File: src/rtl/dyna85_pkg.sv
// dyna85_pkg: shared types and helpers for the Dyna-85 fetch front end.
//   state_e       fetch sequencer FSM states
//   OPC_HLT       halt opcode
//   instr_length  opcode -> instruction length in bytes (1..3)
package dyna85_pkg;

  typedef enum logic [2:0] {
    S_IDLE,
    S_FETCH_OP,
    S_FETCH_B2,
    S_FETCH_B3,
    S_ISSUE,
    S_HALT
  } state_e;

  localparam logic [7:0] OPC_HLT = 8'h76;

  function automatic logic [1:0] instr_length(input logic [7:0] op);
    logic [1:0] len;
    len = 2'd1;
    case (op)
      8'h01, 8'h11, 8'h21, 8'h31, 8'h22,
      8'h2A, 8'h32, 8'h3A, 8'hC3, 8'hCD: len = 2'd3;
      8'hD3, 8'hDB:                      len = 2'd2;
      default: begin
        // Conditional jumps/calls carry a 16-bit address.
        if (op[7:6] == 2'b11 && (op[2:0] == 3'b010 || op[2:0] == 3'b100))
          len = 2'd3;
        // MVI r,d8 and the ALU-immediate group carry one data byte.
        else if ((op[7:6] == 2'b00 || op[7:6] == 2'b11) && op[2:0] == 3'b110)
          len = 2'd2;
      end
    endcase
    return len;
  endfunction

endpackage

File: src/rtl/fetch_sequencer_length_decoder.sv
// length_decoder: combinational opcode length decode.
//   opcode  in   opcode byte
//   len     out  instruction length in bytes (1, 2 or 3)
module length_decoder
  import dyna85_pkg::*;
(
  input  logic [7:0] opcode,
  output logic [1:0] len
);

  always_comb len = instr_length(opcode);

endmodule

File: src/rtl/fetch_sequencer.sv
// fetch_sequencer: Dyna-85 instruction fetch controller.
// Reads opcode and operand bytes at the PC over a req/ack memory port,
// strobes the opcode into the instruction register, and presents the
// assembled instruction to execute over valid/ready. Handles branch
// redirects and the HLT opcode.
// Ports:
//   clk, reset                 clock, synchronous active-high reset
//   run                        enable fetching (sampled in IDLE/ISSUE)
//   mem_rd_req/addr/ack/rdata  byte read port
//   ir_load, ir_data           one-cycle opcode load strobe
//   instr_valid/ready          instruction handshake to execute
//   instr_opcode/operand/len/pc  captured instruction
//   branch_valid/target        redirect request
//   resume                     leave HALT
//   pc, halted                 status
// Build option: FETCH_STATS_EN adds instr_count, a saturating count of
// accepted instructions.
module fetch_sequencer
  import dyna85_pkg::*;
#(
  parameter int                ADDR_W   = 16,
  parameter logic [ADDR_W-1:0] RESET_PC = '0
) (
  input  logic              clk,
  input  logic              reset,
  input  logic              run,
  output logic              mem_rd_req,
  output logic [ADDR_W-1:0] mem_addr,
  input  logic              mem_ack,
  input  logic [7:0]        mem_rdata,
  output logic              ir_load,
  output logic [7:0]        ir_data,
  output logic              instr_valid,
  input  logic              instr_ready,
  output logic [7:0]        instr_opcode,
  output logic [15:0]       instr_operand,
  output logic [1:0]        instr_len,
  output logic [ADDR_W-1:0] instr_pc,
  input  logic              branch_valid,
  input  logic [ADDR_W-1:0] branch_target,
  input  logic              resume,
  output logic [ADDR_W-1:0] pc,
  output logic              halted
`ifdef FETCH_STATS_EN
  ,
  output logic [15:0]       instr_count
`endif
);

  localparam logic [ADDR_W-1:0] PC_ONE = {{(ADDR_W-1){1'b0}}, 1'b1};

  state_e            state_q, state_d;
  logic [ADDR_W-1:0] pc_q, pc_d;
  logic [7:0]        opcode_q, opcode_d;
  logic [15:0]       operand_q, operand_d;
  logic [1:0]        len_q, len_d;
  logic [ADDR_W-1:0] ipc_q, ipc_d;
  logic              ir_load_q, ir_load_d;
  logic [7:0]        ir_data_q, ir_data_d;
  logic              br_pend_q, br_pend_d;
  logic [ADDR_W-1:0] br_tgt_q, br_tgt_d;
  logic              fetching;
  logic [1:0]        dec_len;

  length_decoder u_len (.opcode(mem_rdata), .len(dec_len));

  assign fetching = (state_q == S_FETCH_OP) || (state_q == S_FETCH_B2) ||
                    (state_q == S_FETCH_B3);

  always_comb begin
    state_d   = state_q;
    pc_d      = pc_q;
    opcode_d  = opcode_q;
    operand_d = operand_q;
    len_d     = len_q;
    ipc_d     = ipc_q;
    ir_load_d = 1'b0;
    ir_data_d = ir_data_q;
    br_pend_d = br_pend_q;
    br_tgt_d  = br_tgt_q;
    case (state_q)
      S_IDLE: begin
        if (branch_valid) pc_d = branch_target;
        if (run) state_d = S_FETCH_OP;
      end
      S_FETCH_OP, S_FETCH_B2, S_FETCH_B3: begin
        if (mem_ack) begin
          if (branch_valid || br_pend_q) begin
            // Redirect: the returning byte belongs to the old stream.
            // A fresh branch this cycle wins over an older pending one.
            pc_d      = branch_valid ? branch_target : br_tgt_q;
            br_pend_d = 1'b0;
            state_d   = S_FETCH_OP;
          end else begin
            pc_d = pc_q + PC_ONE;
            case (state_q)
              S_FETCH_OP: begin
                opcode_d  = mem_rdata;
                ipc_d     = pc_q;
                operand_d = '0;
                len_d     = dec_len;
                ir_load_d = 1'b1;
                ir_data_d = mem_rdata;
                state_d   = (dec_len == 2'd1) ? S_ISSUE : S_FETCH_B2;
              end
              S_FETCH_B2: begin
                operand_d[7:0] = mem_rdata;
                state_d        = (len_q == 2'd2) ? S_ISSUE : S_FETCH_B3;
              end
              default: begin
                operand_d[15:8] = mem_rdata;
                state_d         = S_ISSUE;
              end
            endcase
          end
        end else if (branch_valid) begin
          // The request in flight must still complete; remember where to go.
          br_pend_d = 1'b1;
          br_tgt_d  = branch_target;
        end
      end
      S_ISSUE: begin
        if (branch_valid) begin
          pc_d    = branch_target;
          state_d = S_FETCH_OP;
        end else if (instr_ready) begin
          if (opcode_q == OPC_HLT) state_d = S_HALT;
          else if (run)            state_d = S_FETCH_OP;
          else                     state_d = S_IDLE;
        end
      end
      S_HALT: begin
        if (branch_valid) begin
          pc_d    = branch_target;
          state_d = S_FETCH_OP;
        end else if (resume) begin
          state_d = S_FETCH_OP;
        end
      end
      default: state_d = S_IDLE;
    endcase
  end

  always_ff @(posedge clk) begin
    if (reset) begin
      state_q   <= S_IDLE;
      pc_q      <= RESET_PC;
      opcode_q  <= '0;
      operand_q <= '0;
      len_q     <= '0;
      ipc_q     <= '0;
      ir_load_q <= 1'b0;
      ir_data_q <= '0;
      br_pend_q <= 1'b0;
      br_tgt_q  <= '0;
    end else begin
      state_q   <= state_d;
      pc_q      <= pc_d;
      opcode_q  <= opcode_d;
      operand_q <= operand_d;
      len_q     <= len_d;
      ipc_q     <= ipc_d;
      ir_load_q <= ir_load_d;
      ir_data_q <= ir_data_d;
      br_pend_q <= br_pend_d;
      br_tgt_q  <= br_tgt_d;
    end
  end

  assign mem_rd_req    = fetching;
  assign mem_addr      = fetching ? pc_q : '0;
  assign ir_load       = ir_load_q;
  assign ir_data       = ir_data_q;
  assign instr_valid   = (state_q == S_ISSUE);
  assign instr_opcode  = opcode_q;
  assign instr_operand = operand_q;
  assign instr_len     = len_q;
  assign instr_pc      = ipc_q;
  assign pc            = pc_q;
  assign halted        = (state_q == S_HALT);

`ifdef FETCH_STATS_EN
  logic [15:0] cnt_q, cnt_d;

  always_comb begin
    cnt_d = cnt_q;
    if (instr_valid && instr_ready && cnt_q != 16'hFFFF) cnt_d = cnt_q + 16'd1;
  end

  always_ff @(posedge clk) begin
    if (reset) cnt_q <= '0;
    else       cnt_q <= cnt_d;
  end

  assign instr_count = cnt_q;
`endif

endmodule

File: config.mk
export PLATFORM = sky130hd
export DESIGN_NAME = fetch_sequencer
export DESIGN_NICKNAME = d
export VERILOG_FILES = /design/src/rtl/dyna85_pkg.sv /design/src/rtl/fetch_sequencer_length_decoder.sv /design/src/rtl/fetch_sequencer.sv
export SDC_FILE = /design/constraint.sdc
export NUM_CORES = 1
export LEC_CHECK = 0
export CAP_MARGIN = 20
export CORE_MARGIN = 2
export CORE_UTILIZATION = 51
export CTS_CLUSTER_DIAMETER = 200
export DETAILED_ROUTE_END_ITERATION = 7
export HOLD_SLACK_MARGIN = 0.12
export PLACE_DENSITY = 0.92
export SYNTH_ARGS = -nofsm -noshare
export SYNTH_HDL_FRONTEND = slang
export SYNTH_SLANG_ARGS = --single-unit
File: constraint.sdc
create_clock -name clk -period 2.75 [get_ports clk]
set_input_delay 0.4125 -clock clk [delete_from_list [all_inputs] [get_ports clk]]
set_output_delay 0.4125 -clock clk [all_outputs]
set_load 0.05 [all_outputs]
==> reports/metrics.csv <==
metric;value;unit
antenna_found_initial;0;
grtUsageTotal;27.2;%
fin_skew;0.0112;ns
dr_total_vias;4161;
drv_slew;0;
synth_edf_count;0;
cellPowerDensity;593;nW/um^2
final_cells;718;
finalNetCount;648;
path_cells;o21bai_1, inv_1, clkdlybuf4s50_1;
drt_iter0_markers;314;
htreeDepth;3;
synth_top_cell_area_share;40.4;%
cts_tree;done;
synth_area_leaders;dfxtp_1 40%, nand2_1 12%, a21oi_1 8.6%;
drive_gt1_share;8.24;%
path_max_fanout;13;
root_buffer;clkbuf_8;
status;finished clean;
clk_pin_slew_worst_paths;0.08;ns
synthCells;519;
peakVddDrop;0.000444;V
rsz0062_at_grt;false;
first_global_vias;3844;
synth_warnings;0;
coreArea;7330;um^2
fin_crit;2.57;ns
max_clock_freq;0.389;GHz
wire_per_inst;16.2;um
crit_required;2.34;ns
cts_max_path_buffers;2;
critPathMaxStageDelay;0.85;ns
critPathKind;register to primary output;
async_flop_share;0;%
die_w;91.7;um
setup_viol_count_final;0;
cp-end-kind;primary output;
io_pins;117;
postSynthAreaPerCell;7.55;um^2
synth-seq-cells;79;
dpl.hpwl;8240;um
cp_slowest_cell;clkdlybuf4s50_1;
fin_tns_setup;0;ns
port_buffers;116;
synth_nets;553;
multi_input_area;2080;um^2
clk-insertion-delay-late;0.36;ns
grt_pass1_wl;18600;um
regToRegSetupSlack;0.57;ns
grt_max_degree;52;
hp-class;register to register;
syn_to_final_growth;34.0;%
netlist_area;3920;um^2
clock_sinks;79;
rows;31;
dieArea;8400;um^2
tightest_slew;0.713;ns
post_cts.repair.setup_buffers;0;
start_util;53.5;%
slew_headroom;52.0;%
cp_data_arrival_time;2.16;ns
drv_cap;0;
start_kind;register;
yosys.area.top_type;dfxtp_1;
gp_congestion;0.922;
ant_nets;0;
ys_seq_area_share;40.4;%
synth_ff_type;dfxtp_1;
grt_overflow;0;
cts_buffers;9;
viasPerCell;5.80;
leakagePower;1.87;nW
yosysUniqueCellTypes;60;
postCtsResizedCells;0;
drc;0;
cts_hold_buf;0;
ff_latch_area;1580;um^2
antenna_cells;0;
hold_viol;0;
dieHeight;91.7;um
min_period_over_period;93.4;%
placed_cells;702;
fillers;526;
dr.pass1.iters;5;
routed_wl;11600;um
==> metrics by stage <==
step                setup WS [ns]  power [mW]  utilization (%)  hold WS (ns)  area (um^2)
finish                      0.180        3.11             71.6         0.455         5250
detailed placement          0.345        2.15             68.6         0.445         5030
CTS                         0.187        3.10             71.6         0.453         5250
floorplan                   0.462        1.87                -         0.431         3920
global route               0.0662        3.21             71.6         0.467         5250
global placement            0.354        2.14             68.6         0.441         5030
==> power breakdown <==
| group | internal, mW | switching [mW] | total (mW) |
|---|---|---|---|
| clock | 0.537 | 0.437 | 0.974 |
| sequential | 1.20 | 0.108 | 1.31 |
| combinational | 0.290 | 0.537 | 0.827 |
| total | 2.03 | 1.08 | 3.11 |
==> final timing paths <==
path                       startpoint  cells after the start                  endpoint
max reg2reg        pc[2]$_SDFFE_PP0P_                      5       pc[15]$_SDFFE_PP0P_
max           state_q[0]$_SDFFE_PP0P_                      3                mem_rd_req
min          instr_pc[4]$_SDFFE_PP0P_                      2  instr_pc[4]$_SDFFE_PP0P_
min reg2reg  instr_pc[4]$_SDFFE_PP0P_                      2  instr_pc[4]$_SDFFE_PP0P_
==> critical path, delay by kind of cell (launching register included) <==
kind	cells	cell delay, ns
buf+inv	2	1.04
flops	1	0.57
compound gates	1	0.19
==> per-layer routing <==
metal / GRT usage [%] / wire [um] / part of all wire (%)
met2: 41.9 / 5450 / 47
met1: 37.2 / 4930 / 42
met5: 0 / 0 / 0
met4: 9.72 / 134 / 1.2
met3: 6.49 / 1110 / 9.6
==> cell usage in the layout (no fill, tap or decap), types with 3 or more instances in the layout <==
master,count
nor2_1,34
a21o_1,3
clkdlybuf4s50_1,99
inv_1,7
xnor2_1,5
buf_4,29
nand2b_1,5
nand4_1,5
a21oi_1,67
nand2_1,122
and2_1,16
nor3_1,5
nand3_1,23
xor2_1,7
mux2i_1,7
o211ai_1,5
ha_1,3
a22oi_1,9
a211oi_1,7
clkbuf_8,10
a31oi_1,4
dfxtp_1,79
and3_1,3
nor2b_1,4
o21ai_0,12
==> cell families after synthesis <==
family                     Yosys count  synth area share [%]
buffers and inverters               53                  6.61
muxes                                7                  1.79
xor gates and xnor gates            12                  2.68
adders and majority gates            3                 0.958
DFF                                 79                  40.4
and+or+nand+nor                    239                  28.2
AOI/OAI and AO/OA                  126                  19.4
==> synthesized netlist by cell type, types with 2 or more instances <==
cell type  count
nand4_1        5
xnor2_1        5
buf_2         18
inv_1          7
a21oi_1       67
or4_1          2
a211oi_1       7
nor2_1        34
and3_1         3
nand3_1       23
nor2b_1        4
nor4_1         2
a311o_1        2
and3b_1        2
a21o_1         3
nor2_2         2
a31oi_1        4
nor3_1         5
xor2_1         7
ha_1           3
nand2b_1       5
nand2_1      122
dfxtp_1       79
o31ai_1        2
buf_4          8
nor3b_1        2
o21ai_0       12
o211ai_1       5
mux2i_1        7
a22oi_1        9
a31o_1         2
clkbuf_1      17
and4_1         2
and2_1        16
==> registers in the layout, indices dropped and copies added, names as in the netlist <==
register,count
br_pend_q,1
br_tgt_q,16
instr_len,2
instr_operand,16
instr_pc,16
ir_data,8
ir_load,1
pc,16
state_q,3
==> layout make-up <==
type / instances / share of cell area (%)
Clock buffer: 11 / 2.69
Clock inverter: 5 / 1.55
Inverter: 8 / 0.572
Multi-Input combinational cell: 387 / 39.6
Sequential cell: 79 / 30.1
Tap cell: 99 / 2.36
Timing Repair Buffer: 129 / 23.1
No activity file was read; power rests on OpenSTA's default activity.
